$ cat src/rtl/sar_conv_scheduler_pkg.sv
//==================================================================
// sar_conv_scheduler_pkg -- shared types for the SAR scan sequencer, rev 1.0
//==================================================================
`default_nettype none

package sar_conv_scheduler_pkg;

  localparam int SAR_RES_DEFAULT = 8;

  typedef enum logic [2:0] {
    ST_IDLE   = 3'd0,
    ST_SELECT = 3'd1,
    ST_SETTLE = 3'd2,
    ST_START  = 3'd3,
    ST_WAIT   = 3'd4,
    ST_OUTPUT = 3'd5
  } state_t;

  function automatic int wrap_add(input int a, input int b, input int n);
    return (a + b) % n;
  endfunction

endpackage

`default_nettype wire

$ cat src/rtl/sar_conv_scheduler_rr_picker.sv
//==================================================================
// sar_conv_scheduler_rr_picker -- round-robin channel chooser, rev 1.0
//==================================================================
`default_nettype none

module sar_conv_scheduler_rr_picker
  import sar_conv_scheduler_pkg::*;
#(
  parameter int N_CH = 4
) (
  input  logic                    clk,
  input  logic                    rst_n,
  input  logic [N_CH-1:0]         mask,
  input  logic                    advance,
  input  logic [$clog2(N_CH)-1:0] cur_ch,
  output logic [$clog2(N_CH)-1:0] next_ch,
  output logic                    found
);

  localparam int CH_W = $clog2(N_CH);

  logic [CH_W-1:0] rr_ptr;
  logic [CH_W-1:0] cand;

  // Scan from the farthest offset down so the closest set bit at/after rr_ptr wins.
  always_comb begin
    next_ch = '0;
    found   = 1'b0;
    cand    = '0;
    for (int i = N_CH - 1; i >= 0; i--) begin
      cand = CH_W'(wrap_add(int'(rr_ptr), i, N_CH));
      if (mask[cand]) begin
        next_ch = cand;
        found   = 1'b1;
      end
    end
  end

  always_ff @(posedge clk or negedge rst_n) begin
    if (!rst_n) begin
      rr_ptr <= '0;
    end else if (advance) begin
      rr_ptr <= (cur_ch == CH_W'(N_CH - 1)) ? '0 : cur_ch + CH_W'(1);
    end
  end

endmodule

`default_nettype wire

$ cat src/rtl/sar_conv_scheduler.sv
//==================================================================
// sar_conv_scheduler -- multi-channel SAR scan, settle, average, timeout, rev 1.0
//==================================================================
`default_nettype none

module sar_conv_scheduler
  import sar_conv_scheduler_pkg::*;
#(
  parameter int N_CH        = 4,
  parameter int RES         = SAR_RES_DEFAULT,
  parameter int AVG_LOG2    = 2,
  parameter int SETTLE_CYC  = 4,
  parameter int TIMEOUT_CYC = 32
) (
  input  logic                    clk,
  input  logic                    rst_n,
  input  logic                    enable,
  input  logic [N_CH-1:0]         ch_mask,
  input  logic                    err_clr,
  input  logic                    adc_eoc,
  input  logic [RES-1:0]          adc_data,
  output logic                    adc_start,
  output logic [$clog2(N_CH)-1:0] mux_sel,
  output logic                    res_valid,
  input  logic                    res_ready,
  output logic [RES-1:0]          res_data,
  output logic [$clog2(N_CH)-1:0] res_ch,
  output logic                    busy,
  output logic                    timeout_err
);

  localparam int CH_W   = $clog2(N_CH);
  localparam int ACC_W  = RES + AVG_LOG2;
  localparam int NSAMP  = 1 << AVG_LOG2;
  localparam int SAMP_W = AVG_LOG2 + 1;
  localparam int SET_W  = $clog2(SETTLE_CYC + 1);
  localparam int TMO_W  = $clog2(TIMEOUT_CYC + 1);

  state_t            state;
  logic              eoc_q;
  logic              eoc_rise;
  logic [ACC_W-1:0]  acc;
  logic [ACC_W-1:0]  acc_sum;
  logic [SAMP_W-1:0] samp;
  logic [SET_W-1:0]  settle_cnt;
  logic [TMO_W-1:0]  tmo_cnt;
  logic              tmo_hit;
  logic              advance;
  logic [CH_W-1:0]   pick_ch;
  logic              pick_found;

  assign eoc_rise = adc_eoc & ~eoc_q;
  assign acc_sum  = acc + ACC_W'(adc_data);
  // The TIMEOUT_CYC-th WAIT cycle is the last one in which an EOC edge is accepted.
  assign tmo_hit  = (state == ST_WAIT) && !eoc_rise && (tmo_cnt == TMO_W'(TIMEOUT_CYC - 1));
  assign advance  = tmo_hit || ((state == ST_OUTPUT) && res_ready);
  assign busy     = (state != ST_IDLE);

  sar_conv_scheduler_rr_picker #(
    .N_CH (N_CH)
  ) u_picker (
    .clk     (clk),
    .rst_n   (rst_n),
    .mask    (ch_mask),
    .advance (advance),
    .cur_ch  (mux_sel),
    .next_ch (pick_ch),
    .found   (pick_found)
  );

  always_ff @(posedge clk or negedge rst_n) begin
    if (!rst_n) begin
      state       <= ST_IDLE;
      eoc_q       <= 1'b0;
      mux_sel     <= '0;
      adc_start   <= 1'b0;
      res_valid   <= 1'b0;
      res_data    <= '0;
      res_ch      <= '0;
      timeout_err <= 1'b0;
      acc         <= '0;
      samp        <= '0;
      settle_cnt  <= '0;
      tmo_cnt     <= '0;
    end else begin
      eoc_q     <= adc_eoc;
      adc_start <= 1'b0;
      if (err_clr) begin
        timeout_err <= 1'b0;
      end

      case (state)
        ST_IDLE: begin
          if (enable && (ch_mask != '0)) begin
            state <= ST_SELECT;
          end
        end

        ST_SELECT: begin
          if (!enable || !pick_found) begin
            state <= ST_IDLE;
          end else begin
            mux_sel    <= pick_ch;
            acc        <= '0;
            samp       <= '0;
            settle_cnt <= '0;
            state      <= ST_SETTLE;
          end
        end

        ST_SETTLE: begin
          if (settle_cnt == SET_W'(SETTLE_CYC - 1)) begin
            settle_cnt <= '0;
            adc_start  <= 1'b1;
            state      <= ST_START;
          end else begin
            settle_cnt <= settle_cnt + SET_W'(1);
          end
        end

        ST_START: begin
          tmo_cnt <= '0;
          state   <= ST_WAIT;
        end

        ST_WAIT: begin
          if (eoc_rise) begin
            acc <= acc_sum;
            if (samp == SAMP_W'(NSAMP - 1)) begin
              res_data  <= acc_sum[ACC_W-1:AVG_LOG2];
              res_ch    <= mux_sel;
              res_valid <= 1'b1;
              state     <= ST_OUTPUT;
            end else begin
              samp  <= samp + SAMP_W'(1);
              state <= ST_SETTLE;
            end
          end else if (tmo_hit) begin
            // Placed after the err_clr clear so a same-cycle timeout keeps the flag set.
            timeout_err <= 1'b1;
            state       <= ST_SELECT;
          end else begin
            tmo_cnt <= tmo_cnt + TMO_W'(1);
          end
        end

        ST_OUTPUT: begin
          if (res_ready) begin
            res_valid <= 1'b0;
            state     <= ST_SELECT;
          end
        end

        default: state <= ST_IDLE;
      endcase
    end
  end

endmodule

`default_nettype wire

$ cat config.mk
export PLATFORM = sky130hd
export DESIGN_NAME = sar_conv_scheduler
export DESIGN_NICKNAME = d
export VERILOG_FILES = /design/src/rtl/sar_conv_scheduler_pkg.sv /design/src/rtl/sar_conv_scheduler_rr_picker.sv /design/src/rtl/sar_conv_scheduler.sv
export SDC_FILE = /design/constraint.sdc
export NUM_CORES = 1
export LEC_CHECK = 0
export CORE_AREA = 8 8 78 80
export DETAILED_ROUTE_END_ITERATION = 8
export DIE_AREA = 0 0 86 88
export PLACE_DENSITY = 0.73
export SLEW_MARGIN = 15
export SYNTH_ARGS = -nofsm -noshare
export SYNTH_HDL_FRONTEND = slang
export SYNTH_HIERARCHICAL = 1
export SYNTH_SLANG_ARGS = --single-unit
$ cat constraint.sdc
create_clock -name clk -period 2.1 [get_ports clk]
set_input_delay 0.525 -clock clk [delete_from_list [all_inputs] [get_ports clk]]
set_output_delay 0.525 -clock clk [all_outputs]
set_load 0.005 [all_outputs]
# Yosys cells after proc, flatten, opt, wreduce, memory -nomap -nowiden
# Cells that the tools add are included.
[word_totals]
out_inout_bits = 16
elab_cells = 118
ff_bits = 43
[op_classes]
order_cmp = 4
bitwise = 3
reduce_logical = 24
n_mux = 47
n_eq_ne = 19
n_addsub = 8
[op_table]
columns = ["op", "n"]
rows = [
  ["3-bit 2-to-1 mux", 10],
  ["10-bit 2-to-1 mux", 2],
  ["10-bit one-hot mux with 2 select lines", 1],
  ["3-bit one-hot mux with 6 select lines", 1],
  ["1-bit 2-to-1 mux", 17],
  ["2-bit != test, second input constant", 8],
  ["3-bit by 2-bit equality test with 1-bit output, second input constant", 4],
  ["2-bit by 3-bit less-than comparator with 1-bit output, second input constant", 4],
  ["2-bit 2-to-1 mux", 6],
  ["6-bit 2-to-1 mux", 2],
  ["3-bit one-hot mux with 2 select lines", 2],
  ["6-bit one-hot mux with 2 select lines", 1],
  ["4-bit AND reduction", 3],
  ["10-bit by 8-bit adder with 10-bit output", 1],
  ["3-bit AND reduction", 3],
  ["1-bit binary-select mux with 2-bit select", 4],
  ["2-bit nonzero test", 4],
  ["3-bit by 1-bit adder with 3-bit output, second input constant", 2],
  ["6-bit by 1-bit adder with 6-bit output, second input constant", 1],
  ["3-bit equality test, second input constant", 2],
  ["6-bit by 5-bit equality test with 1-bit output, second input constant", 1],
  ["2-bit by 1-bit adder with 2-bit output, second input constant", 2],
  ["2-bit adder, second input constant", 2],
  ["1-bit logical AND", 4],
  ["other kinds (13)", 18],
]

# Depth between registers and ports, before layout
# Gate-level depths: netlist (run 1).
[depth]
word_depth = 11
depth_mapped = 7
mapped_depth_nobuf = 7

# Hierarchy
# Netlist (run 1), hierarchy kept.
[modules_own_cells]
columns = ["mod", "area_each_um2", "instances", "cells_per_inst"]
rows = [
  ["sar_conv_scheduler", 2133.3, 1, 199],
  ["sar_conv_scheduler_rr_picker", 166.4, 1, 19],
]

# Worst setup path after synthesis (run 1)
# Ideal clock, no wire load.
[synth_path]
path_type = "input-to-reg"
startpoint = "input port adc_data[0]"
endpoint = "register res_data[4]"
t_arrival_ns = 2.044
setup_ns = 0.125
n_path_buf = 0
cell_stages = 7
required_ns = 1.975
slack_ns = -0.069
path_cell_list = "ha_1 -> fa_1 -> a211oi_1 -> o21bai_1 -> a21oi_1 -> xnor2_1 -> mux2_2"
[synth_via]
elab_chain_cells = 1
[synth_rtl]
columns = ["element", "line", "rtl"]
rows = [
  ["from (decl)", "sar_conv_scheduler.sv:21", "input logic [RES-1:0] adc_data,"],
  ["10-bit by 8-bit adder with 10-bit output", "sar_conv_scheduler.sv:53", "assign acc_sum = acc + ACC_W'(adc_data);"],
  ["to (signal assigned)", "sar_conv_scheduler.sv:130", "res_data <= acc_sum[ACC_W-1:AVG_LOG2];"],
  ["to (decl)", "sar_conv_scheduler.sv:26", "output logic [RES-1:0] res_data,"],
]
# Every way passes these cells.
# A chain may end at the register's enable or synchronous reset.

# Worst setup path in the final report (run 1)
[layout_path]
startpoint = "input port adc_data[4]"
endpoint = "register acc[9]"
[layout_via]
elab_chain_cells = 3
[layout_rtl]
columns = ["element", "line", "rtl"]
rows = [
  ["10-bit by 8-bit adder with 10-bit output", "sar_conv_scheduler.sv:53", ""],
  ["10-bit 2-to-1 mux", "sar_conv_scheduler.sv:127", "if (eoc_rise) begin"],
  ["10-bit one-hot mux with 2 select lines", "sar_conv_scheduler.sv:92", "case (state)"],
  ["to (signal assigned)", "sar_conv_scheduler.sv:128", "acc <= acc_sum;"],
  ["to (decl)", "sar_conv_scheduler.sv:42", "logic [ACC_W-1:0] acc;"],
]
# Every way passes these cells. The select of a mux whose other input is x is not followed.

==> results.json, run 1 <==
{
  "globalRouteMet2Util_pct": 25.1,
  "status": "finished, violations left",
  "reg2reg_to": "res_data[4]",
  "num_vias": 1899,
  "grt_pass1_vias": 2013,
  "synth_area_sq_um": 2300,
  "clock-sinks": 43,
  "fin_tns_setup_ns": -0.0395,
  "pre_cts_slack_ns": -0.471,
  "ff2ff_setup_slack_ns": 0.08,
  "clk_path_buf_depth": 2,
  "use_met3_pct": 4.41,
  "finClkSkew_ns": 0.00415,
  "worstPathArrival_ns": 2.32,
  "clk_pin_slew_ns": 0.08,
  "htree_levels": 2,
  "reg2regPathDepth": 7,
  "violations": "setup timing",
  "ir_drop_v": 0.000494,
  "fillers": 399,
  "wl_um": 5230,
  "ant_nets": 0,
  "track_usage_pct": 14.4,
  "timing.final.ws_setup_ns": -0.0281,
  "antenna_found_initial": 0,
  "io_buffers": 33,
  "synth_top_area_share_pct": 46.8,
  "grt.overflow.total": 0,
  "clock.fmax_mhz": 470,
  "synth.avg_cell_area_sq_um": 10.5,
  "startpoint": "adc_data[4]",
  "dr.pass1.iters": 4,
  "synth_cell_types": 46,
  "gp_congestion": 0.876,
  "initial_core_util_pct": 46.8,
  "die_h_um": 88,
  "grt_pass1_wl_um": 8800,
  "antenna_cells": 0,
  "wl_per_cell_um": 14.4,
  "area_growth_pct": 40.6,
  "grt_util_met1_pct": 16.9,
  "relSlewSlack_pct": 60.2,
  "ios": 34,
  "endpoint_kind": "register",
  "grt_most_used_layer": "met2",
  "ctsHoldBuffers": 0,
  "path_class": "in -> reg",
  "tightest_slew_ns": 0.594,
  "ys.flop_type": "dfrtp_1",
  "via_per_inst": 5.22,
  "drive_gt1_share_pct": 27.2,
  "drc": 0,
  "setup_violations": 2,
  "period_minus_slack_ns": 2.13,
  "ys_ff_latch": 43,
  "hold_viol": 0,
  "crit_end": "acc[9]",
  "cp_max_fo": 4,
  "slew_violations": 0,
  "dieArea_sq_um": 7570,
  "start_kind": "input pin",
  "yosysWarnings": 6,
  "synth_fp_nets": 250,
  "hold_class": "in -> async",
  "synth_edf_count": 0,
  "yosys-top-cells-area": "dfrtp_1, ha_1, mux2_2",
  "cts_buffers": 5,
  "required_ns": 2.29,
  "rows": 26,
  "rr_startpoint": "acc[0]",
  "cts_tree": "yes",
  "fin_crit_sh_pct": 101,
  "drv_cap": 0,
  "drtIter0Drc": 66,
  "finalNetCount": 325,
  "yosys.area.top_type": "dfrtp_1",
  "seq_area_frac_synth_pct": 46.8,
  "place_hpwl_um": 3790,
  "p_leak_nw": 1.52,
  "cts-root-buf": "clkbuf_8",
  "syn_inst": 218,
  "die_w_um": 86,
  "core_area_sq_um": 4910,
  "rsz0062_at_grt": "yes",
  "grt_max_degree": 16,
  "insertion_delay_ns": 0.30,
  "synthArstFlopShare_pct": 100,
  "power_per_cell_area_nw_per_um2": 1080
}
-- cells in the mapped netlist, types with 2 or more instances --
library cell,instances
o21bai_1,3
nand2_1,26
xor2_1,5
buf_2,2
o21ai_0,12
o211ai_1,3
a22o_1,9
inv_1,5
mux2i_1,5
nand2b_1,3
mux2_1,2
xnor2_1,4
ha_1,13
nor2_1,15
nand3_1,6
or3_1,5
mux2_2,9
a21o_1,3
dfrtp_1,43
clkbuf_1,2
nor2b_1,3
a211oi_1,5
and3_1,2
a21oi_1,11
-- repair_timing --
action / 4_1_cts / 5_1_grt
gates resized for setup: 10 / 18
buffers inserted: 3 / 0
endpoints found under the setup margin: 12 / 13
pin swaps: 9 / 13
-- worst min path at each step --
stage	cells after the start	slack (ns)	to	startpoint
floorplan	0	0.23	acc[0]	rst_n
global placement	1	0.45	settle_cnt[2]	rst_n
detailed placement	1	0.45	res_data[6]	rst_n
CTS	1	0.13	acc[7]	rst_n
global route	1	0.14	res_data[6]	rst_n
finish	1	0.12	acc[7]	rst_n
-- cell type report --
cell class              instances  area (sq um)  area share (%)
multi-input cells             166          1320            40.9
flip-flops and latches         43          1080            33.3
repair buffers                 72           623            19.3
clock buffers                   7          96.3            2.98
well taps                      70          87.6            2.71
inverters                       5          18.8           0.580
clock inverters                 1          7.51           0.232
-- metrics by stage --
| step | hold slack (ns) | std cells | instance area [sq um] | utilization (%) | power (W) |
|---|---|---|---|---|---|
| 2_1_floorplan | 0.229 | 218 | 2310 | - | 0.00207 |
| 3_3_place_gp | 0.451 | 353 | 2970 | 60.5 | 0.00263 |
| 3_5_place_dp | 0.450 | 353 | 2970 | 60.5 | 0.00268 |
| 4_1_cts | 0.130 | 364 | 3140 | 63.9 | 0.00336 |
| 5_1_grt | 0.141 | 364 | 3230 | 65.8 | 0.00376 |
| 6_report | 0.119 | 364 | 3230 | 65.8 | 0.00350 |
-- flip-flops by register name, summed over array words and instances, names as in the netlist --
signal,flops
adc_start,1
acc,10
state,3
settle_cnt,3
timeout_err,1
res_ch,2
eoc_q,1
res_data,8
u_picker/rr_ptr,2
mux_sel,2
samp,3
res_valid,1
tmo_cnt,6
-- critical path: stages --
cell and delay [ns]:
clkdlybuf4s50_1 0.55, ha_4 0.24, buf_4 0.14, nand2_1 0.11, nor4_4 0.05, o31ai_1 0.25, buf_4 0.17, mux2i_2 0.07
a32o_1 0.21
-- where the power goes --
part | switching [W] | total (W) | internal, W
Combinational | 0.000816 | 0.00170 | 0.000885
Clock | 0.000290 | 0.000590 | 0.000299
Sequential | 0.000181 | 0.00120 | 0.00102
Total | 0.00129 | 0.00350 | 0.00221
-- per-layer routing --
metal	routed length, um	vias up
met1	2340	921
met2	2620	33
met5	0	-
met4	34	0
li1	-	940
met3	229	5
-- layout by cell type (no fill, tap or decap), types with 5 or more instances in the layout --
cell type	count
dfrtp_1	42
buf_4	39
clkdlybuf4s50_1	27
nand2_1	25
nor2_1	15
o21ai_0	9
a22o_1	9
mux2_2	9
ha_1	9
a21oi_1	7
clkbuf_8	7
nand3_1	6
inv_1	5
or3_1	5
xor2_1	5
-- kinds of logic after synthesis --
logic type,Yosys count,synth area share (%)
xor gates and xnor gates,9,3.43
DFF,43,46.8
buffers and inverters,9,1.58
adders and majority gates,14,7.94
AOI/OAI and AO/OA,55,17.2
muxes,16,7.56
and+or+nand+nor,72,15.5
Power figures use the tool's default switching activity.
==> run 2: changes to the inputs <==
--- a/config.mk
+++ b/config.mk
@@ -5,10 +5,11 @@
 export SDC_FILE = /design/constraint.sdc
 export NUM_CORES = 1
 export LEC_CHECK = 0
-export CORE_AREA = 8 8 78 80
+export CORE_AREA = 8 8 77 79
+export CTS_BUF_LIST = sky130_fd_sc_hd__clkbuf_4 sky130_fd_sc_hd__clkbuf_8
 export DETAILED_ROUTE_END_ITERATION = 8
-export DIE_AREA = 0 0 86 88
-export PLACE_DENSITY = 0.73
+export DIE_AREA = 0 0 85 87
+export PLACE_DENSITY = 0.75
 export SLEW_MARGIN = 15
 export SYNTH_ARGS = -nofsm -noshare
 export SYNTH_HDL_FRONTEND = slang
==> results.json, run 2 (synthesis results as in run 1) <==
{
  "cts_buffers": 5,
  "fin_crit_sh_pct": 98.6,
  "dr.pass1.iters": 4,
  "ff2ff_setup_slack_ns": 0.08,
  "rows": 26,
  "wl_met2_um": 2910,
  "gp_congestion": 0.833,
  "status": "finished, final reports clean",
  "reg2reg_to": "res_data[4]",
  "hold_ws_ns": 0.282,
  "routed.top_layer": "met4",
  "grt.overflow.total": 0,
  "ant_nets": 0,
  "endpoint_kind": "register",
  "clk_pin_slew_ns": 0.09,
  "clk_path_buf_depth": 2,
  "grt_pass1_wl_um": 9560,
  "dieArea_sq_um": 7400,
  "cts_tree": "yes",
  "wl_met1_um": 2530,
  "hold_viol": 0,
  "clock-sinks": 43,
  "drv_cap": 0,
  "ios": 34,
  "clock.fmax_mhz": 483,
  "p_leak_nw": 1.49,
  "place_hpwl_um": 3830,
  "worstPathArrival_ns": 2.27,
  "hold_class": "in -> async",
  "p_total_w": 0.00359,
  "die_h_um": 87,
  "largestRegisters": "acc (10), res_data (8), tmo_cnt (6)",
  "ctsHoldBuffers": 0,
  "cts-root-buf": "clkbuf_8",
  "num_vias": 1935,
  "slew_violations": 0,
  "wl_um": 5840,
  "antenna_found_initial": 0,
  "reg2regPathDepth": 7,
  "area_growth_pct": 38.2,
  "antenna_cells": 0,
  "drtIter0Drc": 97,
  "relSlewSlack_pct": 54.6,
  "via_per_inst": 5.59,
  "final_common_cell": "dfrtp_1",
  "wl_per_cell_um": 16.9,
  "met3WireLength_um": 288,
  "cp_max_fo": 2,
  "htree_levels": 2,
  "finClkSkew_ns": 0.00836,
  "finalNetCount": 321,
  "tightest_slew_ns": 0.678,
  "initial_core_util_pct": 47.4,
  "required_ns": 2.30,
  "drive_gt1_share_pct": 26.6,
  "track_usage_pct": 16.3,
  "final_util_pct": 65.6,
  "grt_pass1_vias": 2066,
  "drc": 0,
  "largest_register": "acc",
  "die_w_um": 85,
  "path_class": "in -> reg",
  "power_per_cell_area_nw_per_um2": 1130,
  "period_minus_slack_ns": 2.07,
  "core_area_sq_um": 4850,
  "largest_reg_flops": 10,
  "setup_violations": 0,
  "final_cell_mix": "dfrtp_1, buf_4, clkdlybuf4s50_1, nand2_1, nor2_1",
  "insertion_delay_ns": 0.31,
  "grt_max_degree": 44,
  "start_kind": "input pin",
  "io_buffers": 33,
  "ir_drop_v": 0.000566,
  "rr_startpoint": "acc[0]"
}
==> run 2: cell count changes in the layout (fill, tap and decap cells not counted), sizes merged <==
cell          delta
buf              -4
bufinv           +1
clkbuf           -2
clkinv           +2
clkinvlp         -1
dlygate4sd2      +1
dlymetal6s2s     -1
==> run 2: power by group <==
group          internal (W)  switching [W]  total (W)  leakage (nW)
Clock              0.000354       0.000305   0.000659        0.0581
Combinational      0.000877       0.000837    0.00171         0.846
Sequential          0.00102       0.000196    0.00122         0.582
==> run 2: layout make-up <==
class                   instances  area, sq um
clock buffers                   5         68.8
fillers                       373         1670
flip-flops and latches         43         1080
clock inverters                 3         43.8
multi-input cells             166         1310
repair buffers                 68          593
inverters                       5         18.8
well taps                      56         70.1
==> run 2: how the worst max path moves through the flow <==
stage | from | endpoint | slack [ns] | cells past startpoint
detailed placement | adc_data[0] | res_data[4] | -0.45 | 8
global placement | adc_data[0] | res_data[4] | -0.43 | 8
CTS | adc_data[6] | acc[9] | 0.01 | 7
finish | adc_data[0] | res_data[4] | 0.03 | 8
floorplan | adc_data[0] | res_data[4] | 0.04 | 7
global route | adc_data[0] | res_data[4] | -0.05 | 8
==> run 2: layer usage <==
| layer | vias to the layer above | GRT usage (%) |
|---|---|---|
| met2 | 52 | 29.1 |
| met3 | 11 | 4.34 |
| met1 | 937 | 17.7 |
| met5 | - | 0 |
| met4 | 0 | 7.28 |
| li1 | 935 | - |
==> run 2: critical path, stage by stage <==
cell and delay [ns]:
dlygate4sd2_1 0.25, ha_2 0.19, fa_2 0.37, a211oi_2 0.27
o21bai_1 0.11, a21oi_1 0.18, xnor2_1 0.11, mux2_2 0.26
==> run 2: timing repair <==
action	in CTS	in global routing
setup endpoints to repair	12	9
pin swaps	10	8
buffers inserted	3	0
resized for setup	16	12
==> run 2: per-stage QoR <==
| step | setup WS [ns] | instances | cell area [sq um] | TNS, ns |
|---|---|---|---|---|
| floorplan | 0.0363 | 218 | 2310 | 0 |
| global placement | -0.434 | 335 | 2930 | -4.96 |
| detailed placement | -0.451 | 335 | 2930 | -5.46 |
| CTS | 0.0136 | 346 | 3110 | 0 |
| global route | -0.0453 | 346 | 3180 | -0.0453 |
| finish | 0.0295 | 346 | 3180 | 0 |
==> run 3: changes to the inputs <==
--- a/config.mk
+++ b/config.mk
@@ -9,7 +9,7 @@
 export CTS_BUF_LIST = sky130_fd_sc_hd__clkbuf_4 sky130_fd_sc_hd__clkbuf_8
 export DETAILED_ROUTE_END_ITERATION = 8
 export DIE_AREA = 0 0 85 87
-export PLACE_DENSITY = 0.75
+export PLACE_DENSITY_LB_ADDON = 0.08
 export SLEW_MARGIN = 15
 export SYNTH_ARGS = -nofsm -noshare
 export SYNTH_HDL_FRONTEND = slang
==> results.json, run 3 (synthesis results as in run 1) <==
{
  "status": "finished, final reports clean",
  "slew_violations": 0,
  "dr.pass1.iters": 4,
  "hold_viol": 0,
  "p_leak_nw": 1.49,
  "fin_crit_sh_pct": 97.1,
  "core_area_sq_um": 4850,
  "ios": 34,
  "cts_tree": "yes",
  "num_vias": 1842,
  "grt_pass1_vias": 2020,
  "drc": 0,
  "io_buffers": 33,
  "wl_per_cell_um": 14.9,
  "path_class": "in -> reg",
  "finalNetCount": 322,
  "crit_family": "buffers and inverters",
  "cp.buffers_inverters": 2,
  "ctsHoldBuffers": 0,
  "ir_drop_v": 0.000574,
  "relSlewSlack_pct": 59.0,
  "insertion_delay_ns": 0.29,
  "finClkSkew_ns": 0.00628,
  "gp_congestion": 0.828,
  "place_hpwl_um": 3800,
  "hold_class": "in -> async",
  "drv_cap": 0,
  "grt.overflow.total": 0,
  "seq_area_sq_um": 1080,
  "final_common_cell": "dfrtp_1",
  "tightest_slew_ns": 0.612,
  "drtIter0Drc": 31,
  "clk_path_buf_depth": 2,
  "ant_nets": 0,
  "fillers": 405,
  "antenna_cells": 0,
  "cp_max_fo": 3,
  "worstPathArrival_ns": 2.22,
  "final_cell_area_sq_um": 3190,
  "dieArea_sq_um": 7400,
  "worstPathCellList": "clkdlybuf4s50_1 -> ha_1 -> buf_4 -> o21ai_4 -> o21bai_1 -> a21oi_1 -> xnor2_1 -> mux2_4",
  "multi_input_area_sq_um": 1310,
  "power_per_cell_area_nw_per_um2": 1070,
  "final_cell_mix": "dfrtp_1, buf_4, clkdlybuf4s50_1, nand2_1, nor2_1",
  "required_ns": 2.28,
  "clock-sinks": 43,
  "cpMaxStageDelayCell": "clkdlybuf4s50_1",
  "grt_pass1_wl_um": 9210,
  "via_per_inst": 5.32,
  "start_kind": "input pin",
  "die_w_um": 85,
  "track_usage_pct": 15.3,
  "htree_levels": 2,
  "dpl_cell_area_sq_um": 2940,
  "largest_reg_flops": 10,
  "cts-root-buf": "clkbuf_8",
  "drive_gt1_share_pct": 26.6,
  "initial_core_util_pct": 47.4,
  "hold_ws_ns": 0.185,
  "rows": 26,
  "timing.final.ws_setup_ns": 0.0615,
  "grt_max_degree": 44,
  "period_minus_slack_ns": 2.04,
  "cts_buffers": 5,
  "endpoint_kind": "register",
  "clk_pin_slew_ns": 0.08,
  "area_growth_pct": 38.7,
  "die_h_um": 87,
  "setup_violations": 0,
  "largestRegisters": "acc (10), res_data (8), tmo_cnt (6)",
  "largest_register": "acc",
  "pre_cts_slack_ns": -0.510,
  "clock.fmax_mhz": 491,
  "antenna_found_initial": 0,
  "slowest_delay_ns": 0.43,
  "wl_um": 5160
}
## run 3: cell types whose count changed in the layout (fill, tap and decap cells not counted), moves of 2 or more
cell           delta
buf_12            +2
a21oi_1           +2
dlygate4sd2_1     -3
o21ai_1           -2
## run 3: report_power, final
group / switching (W) / internal (W) / total [W]
logic: 0.000797 / 0.000897 / 0.00169
clock network: 0.000270 / 0.000258 / 0.000528
registers: 0.000178 / 0.00103 / 0.00120
total: 0.00124 / 0.00218 / 0.00343
## run 3: metal layers
metal,share of wire [%],track usage (%),wire (um)
met5,0,0,0
met4,1.3,4.85,65
met3,5.1,4.43,262
met2,48,26.6,2490
met1,45,17.5,2340
## run 3: final timing paths
check,from,end,slack (ns),cells past startpoint
setup / recovery,adc_data[3],res_data[4],0.06,8
hold / removal,rst_n,acc[5],0.18,2
setup reg to reg,acc[0],res_data[4],0.09,7
hold reg to reg,res_data[6],res_data[6],0.49,2
max in group asynchronous,rst_n,state[0],1.68,2
min in group clk,res_data[6],res_data[6],0.49,2
## run 3: final cells by class
type                    count  area share, %
well taps                  56           2.20
clock inverters             1          0.157
repair buffers             69           19.6
clock buffers               6           2.59
flip-flops and latches     43           33.8
inverters                   5          0.588
multi-input cells         166           41.1
## run 3: stage by stage
stage                     power (W)  util, %  setup TNS, ns  instances
final                       0.00343     65.8              0        346
after global placement      0.00265     60.7          -5.35        334
after floorplan             0.00207        -              0        218
after CTS                   0.00331     63.8              0        343
after detailed placement    0.00267     60.7          -5.96        334
after global routing        0.00371     65.8        -0.0161        346
## run 3: timing repair
| item | 4_1_cts | 5_1_grt |
|---|---|---|
| pin swaps | 8 | 10 |
| resized for setup | 13 | 19 |
| endpoints found under the setup margin | 12 | 9 |
| buffers inserted | 2 | 3 |
